## config.mk

```make
export PLATFORM = sky130hd
export DESIGN_NAME = serial_adder
export DESIGN_NICKNAME = d
export VERILOG_FILES = /design/src/rtl/serial_adder_pkg.sv /design/src/rtl/serial_adder_fa_cell.sv /design/src/rtl/serial_adder.sv
export SDC_FILE = /design/constraint.sdc
export NUM_CORES = 1
export LEC_CHECK = 0
export CORE_ASPECT_RATIO = 1.4
export CORE_MARGIN = 4
export CORE_UTILIZATION = 55
export CTS_CLUSTER_DIAMETER = 40
export CTS_CLUSTER_SIZE = 28
export DETAILED_ROUTE_END_ITERATION = 6
export GPL_TIMING_DRIVEN = 0
export PLACE_DENSITY = 0.81
export SLEW_MARGIN = 20
export SYNTH_ARGS = -nofsm -noshare
export SYNTH_HDL_FRONTEND = slang
export SYNTH_SLANG_ARGS = --single-unit
export TNS_END_PERCENT = 100
```

## constraint.sdc

```tcl
create_clock -name clk -period 2 [get_ports clk]
set_clock_uncertainty 0.1 [all_clocks]
set_input_delay 0.4 -clock clk [delete_from_list [all_inputs] [get_ports clk]]
set_output_delay 0.4 -clock clk [all_outputs]
set_load 0.05 [all_outputs]
```

## src/rtl/serial_adder_pkg.sv

```systemverilog
// serial_adder_pkg: shared types and constants for the bit-serial adder.
//   state_t       - control FSM states (IDLE, RUN, DONE)
//   DEFAULT_WIDTH - default operand/result width in bits
package serial_adder_pkg;

  localparam int unsigned DEFAULT_WIDTH = 8;

  typedef enum logic [1:0] {
    IDLE = 2'd0,
    RUN  = 2'd1,
    DONE = 2'd2
  } state_t;

endpackage

```

## src/rtl/serial_adder_fa_cell.sv

```systemverilog
// fa_cell: single-bit full adder, purely combinational.
//   a, b, cin : input bits
//   s         : sum bit        (a ^ b ^ cin)
//   cout      : carry out bit  (majority of a, b, cin)
module fa_cell (
  input  logic a,
  input  logic b,
  input  logic cin,
  output logic s,
  output logic cout
);

  assign s    = a ^ b ^ cin;
  assign cout = (a & b) | (cin & (a ^ b));

endmodule

```

## src/rtl/serial_adder.sv

```systemverilog
// serial_adder: bit-serial adder/subtractor, one bit per clock, LSB first.
//   clk, rst   : clock, synchronous active-high reset
//   start      : request an operation (accepted in IDLE or DONE only)
//   a, b       : operands, sampled on accepted start
//   cin        : carry-in for addition (ignored when sub=1)
//   sub        : 0 = a+b+cin, 1 = a-b
//   busy       : operation in progress
//   done       : one-cycle pulse, result valid
//   sum, cout  : result and carry out of the MSB, held until the next result
//   ovf        : signed overflow, present only with SERIAL_ADDER_OVF_EN defined
module serial_adder
  import serial_adder_pkg::*;
#(
  parameter int unsigned WIDTH = DEFAULT_WIDTH
) (
  input  logic             clk,
  input  logic             rst,
  input  logic             start,
  input  logic [WIDTH-1:0] a,
  input  logic [WIDTH-1:0] b,
  input  logic             cin,
  input  logic             sub,
  output logic             busy,
  output logic             done,
  output logic [WIDTH-1:0] sum,
  output logic             cout
`ifdef SERIAL_ADDER_OVF_EN
  ,
  output logic             ovf
`endif
);

  localparam int unsigned   CW   = $clog2(WIDTH + 1);
  localparam logic [CW-1:0] LAST = CW'(WIDTH - 1);

  state_t           state_q, state_d;
  logic             accept;
  logic             last_bit;

  logic [WIDTH-1:0] a_q;
  logic [WIDTH-1:0] b_q;
  logic             carry_q;
  logic [CW-1:0]    cnt_q;
  // Partial result holds the WIDTH-1 bits produced so far; the final bit
  // completes it directly into sum, so partial values never reach the port.
  logic [WIDTH-2:0] acc_q;
  logic [WIDTH-1:0] acc_shift;

  logic             bit_s;
  logic             bit_c;

  fa_cell u_fa (
    .a    (a_q[0]),
    .b    (b_q[0]),
    .cin  (carry_q),
    .s    (bit_s),
    .cout (bit_c)
  );

  assign acc_shift = {bit_s, acc_q};

  always_ff @(posedge clk) begin
    if (rst) begin
      state_q <= IDLE;
    end else begin
      state_q <= state_d;
    end
  end

  always_comb begin
    state_d  = state_q;
    accept   = 1'b0;
    last_bit = 1'b0;
    busy     = 1'b0;
    done     = 1'b0;
    unique case (state_q)
      IDLE: begin
        if (start) begin
          accept  = 1'b1;
          state_d = RUN;
        end
      end
      RUN: begin
        busy = 1'b1;
        if (cnt_q == LAST) begin
          last_bit = 1'b1;
          state_d  = DONE;
        end
      end
      DONE: begin
        done = 1'b1;
        if (start) begin
          accept  = 1'b1;
          state_d = RUN;
        end else begin
          state_d = IDLE;
        end
      end
      default: state_d = IDLE;
    endcase
  end

  always_ff @(posedge clk) begin
    if (rst) begin
      a_q     <= '0;
      b_q     <= '0;
      carry_q <= 1'b0;
      cnt_q   <= '0;
      acc_q   <= '0;
      sum     <= '0;
      cout    <= 1'b0;
`ifdef SERIAL_ADDER_OVF_EN
      ovf     <= 1'b0;
`endif
    end else if (accept) begin
      a_q     <= a;
      b_q     <= sub ? ~b : b;
      carry_q <= sub ? 1'b1 : cin;
      cnt_q   <= '0;
    end else if (busy) begin
      // Operands shift right so the active bit is always at index 0.
      a_q     <= a_q >> 1;
      b_q     <= b_q >> 1;
      carry_q <= bit_c;
      cnt_q   <= cnt_q + CW'(1);
      acc_q   <= acc_shift[WIDTH-1:1];
      if (last_bit) begin
        sum  <= acc_shift;
        cout <= bit_c;
`ifdef SERIAL_ADDER_OVF_EN
        // carry_q is the carry into the MSB during the last bit.
        ovf  <= carry_q ^ bit_c;
`endif
      end
    end
  end

endmodule

```

==> results of run 1 <==
-- worst register-to-register path, stage by stage, from the launching register on --
cell and delay [ps]:
dfxtp_1 380, ha_1 190, nand3b_1 220, nor2_8 270, mux2i_1 230
-- state kept, by name (all words and copies together), names as in the netlist --
| register | flops |
|---|---|
| state_q | 2 |
| b_q | 8 |
| sum | 8 |
| cnt_q | 4 |
| a_q | 8 |
| carry_q | 1 |
| acc_q | 7 |
| cout | 1 |
-- layer usage --
layer	wire length [um]	vias to the layer above	global-route usage, %
met3	230	10	6.69
met5	0	-	0
li1	-	714	-
met2	1970	47	36.6
met1	1410	681	22.5
met4	89	0	12.5
-- cell usage after synthesis (all sizes together) --
cell type / n
ha: 1
nor3: 21
buf: 11
nand2: 38
inv: 2
nand4: 1
mux2i: 12
xor2: 9
or3: 1
fa: 1
dfxtp: 39
and2b: 1
nand3b: 2
nor2b: 1
nand3: 7
o22ai: 8
a22oi: 4
nor2: 2
nand2b: 2
o21ai: 3
a21oi: 13
a31oi: 3
xnor2: 1
clkbuf: 4
-- stage by stage --
step | power [uW] | hold slack, ps | worst slack, ps
after global placement | 1090 | 340 | -168
after floorplan | 1010 | 337 | 663
after global routing | 1820 | 393 | 2.97
final | 1740 | 357 | 55.7
after CTS | 1750 | 360 | 28.5
after detailed placement | 1100 | 348 | -166
-- power breakdown --
part / total, uW / internal, uW / leakage (uW) / switching [uW]
Sequential: 838 / 814 / 0.000318 / 24.0
Combinational: 243 / 116 / 0.000425 / 127
Clock: 661 / 371 / 0.0000581 / 290
-- final cells by class --
class	count	area, um^2	area share, %
multi-input combinational	131	779	36.5
buffer	15	110	5.15
tap	37	46.3	2.17
clock inverter	3	43.8	2.05
sequential	39	781	36.5
timing repair buffer	30	297	13.9
inverter	2	12.5	0.585
clock buffer	5	68.8	3.22
-- path summary, 6_finish.rpt --
path                         start             endpoint  slack (ps)  cells past startpoint
min reg2reg    sum[4]$_SDFFE_PP0P_  sum[4]$_SDFFE_PP0P_         360                      2
max            sum[3]$_SDFFE_PP0P_               sum[3]          60                      1
min            sum[4]$_SDFFE_PP0P_  sum[4]$_SDFFE_PP0P_         360                      2
max reg2reg  cnt_q[0]$_SDFFE_PP0N_  sum[0]$_SDFFE_PP0P_         550                      4
-- logic make-up (layout without fill, tap and decap cells) --
group / Yosys count / count (layout) / share of synthesized area, %
compound gates: 31 / 31 / 10.6
xor+xnor: 10 / 10 / 5.20
fa+ha+maj: 2 / 2 / 1.93
buf+inv: 17 / 55 / 7.29
flops: 39 / 39 / 46.4
mux: 12 / 12 / 7.14
simple gates: 76 / 76 / 21.4
-- cell usage in the layout (no fill, tap or decap), types with 5 or more instances in the layout --
| master | synthesis | routed |
|---|---|---|
| dfxtp_1 | 39 | 39 |
| nand2_1 | 38 | 38 |
| clkdlybuf4s50_1 | 0 | 28 |
| nor3_1 | 21 | 21 |
| a21oi_1 | 13 | 13 |
| mux2i_1 | 12 | 12 |
| xor2_1 | 9 | 9 |
| o22ai_1 | 8 | 8 |
| nand3_1 | 7 | 7 |
| buf_4 | 6 | 6 |
| clkbuf_8 | 0 | 5 |
-- repair_timing --
action | CTS | global route
hold buffers | 0 | 0
endpoints found under the setup margin | 2 | 1
gates resized for setup | 6 | 1
gates cloned | 0 | 0
==> out/qor_table.md, run 1 <==
| Item | Reported | Unit |
| --- | --- | --- |
| Gr usage total | 21.6 | % |
| Deepest level of the CTS H-tree | 2 | - |
| Cells taking the most area after synthesis | dfxtp_1 (46%), nand2_1 (8.5%), mux2i_1 (7.1%) | - |
| Largest fanout of any net on the critical path | 2 | - |
| Remaining design rule violation count | 0 | - |
| Synthesized flop and latch total | 39 | - |
| DR WL/cell | 14.1 | um |
| Largest area contributor in the synthesized netlist | dfxtp_1 | - |
| Root Buffer | clkbuf_8 | - |
| Count of unique library cells instantiated by Yosys | 28 | - |
| Category of the most critical setup path | flip-flop to primary output | - |
| Crit path max-delay family | buffers and inverters | - |
| Global route total overflow | 0 | - |
| Die Span X | 54.8 | um |
| Outcome | completed | - |
| Clock tree from TritonCTS | done | - |
| Number of optimization iterations in the first detailed-route pass | 4 | - |
| Final hold viol count | 0 | - |
| Clock latency on the worst-skew pair | 300 | ps |
| Maximum capacitance violations | 0 | - |
| Critical path data arrival time | 1440 | ps |
| Floorplan row count | 23 | - |
| Setup fix buffers added after clock tree synthesis | 0 | - |
| Kind of launch point of the worst setup path | flip-flop | - |
| Clock input transition at the sequential cells of the worst setup and hold paths | 80 | ps |
| RSZ-0062 raised after global routing | false | - |
| Share of post-route cells with drive strength above 1 | 9.78 | % |
| DP Cell Count | 254 | - |
| Ratio of final minimum period to clock period | 97.2 | % |
| Summed instance area of the synthesized netlist | 1680 | um^2 |
| Count of nets left with antenna violations after detail routing | 0 | - |
| Pin count of the biggest net entering global routing | 14 | - |
| Core area | 2910 | um^2 |
| Finished Layout Cells | 262 | - |
| Top-Level Pins | 32 | - |
| Count of endpoints failing setup in the final report | 0 | - |
| Number of buffers added by the clock tree synthesis step | 5 | - |
| Growth of design area from synthesis to finish | 27.1 | % |
| Number of inserted diodes | 0 | - |
| Die span in y | 73.5 | um |
| Total number of nets in the final design | 247 | - |
| Number of warnings printed during yosys synthesis | 0 | - |
| Maximum frequency from static timing analysis | 514 | MHz |
| Static Leakage | 0.000801 | uW |
| Initial standard-cell utilization of the core | 57.9 | % |
| Global-route wire length before repair | 6.24 | mm |
| Vias | 1452 | - |
| Area post-placement | 2030 | um^2 |
| Post-layout utilization of the core | 73.6 | % |
| Via count of the first global-routing pass | 1422 | - |
| Max-slew headroom | 66.4 | % |
| Count of pins over their slew limit | 0 | - |
| Period minus WS final | 1940 | ps |
| Maximum clock path buffer count | 2 | - |
| Power density over the cells | 815 | nW/um^2 |
| Nets in the synthesized netlist | 210 | - |
| Worst EP required | 1500 | ps |
| Final wirelength | 3.70 | mm |
| Total non-filler cell area in the finished layout | 2140 | um^2 |
| Crit path buf inv count | 1 | - |
| Post-synth top area share | 46.4 | % |
| Average instance area after synthesis | 9.00 | um^2 |
| Path class of the lowest-slack min-delay path | flip-flop to flip-flop | - |
| Max incr delay on CP | 800 | ps |
| Final-layout setup total negative slack | 0 | ps |
| Number of buffers inserted by port buffering | 30 | - |
| Drt initial violations | 41 | - |
| Cell Chain, Critical Path | clkdlybuf4s50_1 | - |
| Gate count of the mapped netlist | 187 | - |
| Fillers | 248 | - |
| Total die area | 4020 | um^2 |
| Initial antenna violation count | 0 | - |
| Number of clock sinks seen by CTS | 39 | - |
| Last weighted congestion value of the routability-driven placer | 0.787 | - |
| Sequential element share of the synthesized area | 46.4 | % |
| DPL Wire Length | 2.72 | mm |
| Transition time of the tightest slew-check pin | 503 | ps |
| CP endpoint kind | primary output | - |
| Vias per std cell | 5.54 | - |
| Max VDD drop | 786 | uV |
| Critical path's slowest cell | clkdlybuf4s50_1 | - |
(Power assumes the default switching activity.)
==> run 2, diff against run 1 <==
Settings changed: SLEW_MARGIN 20 to 10.
==> results of run 2 <==
Final layout, timing and power as in run 1 (identical DEF).
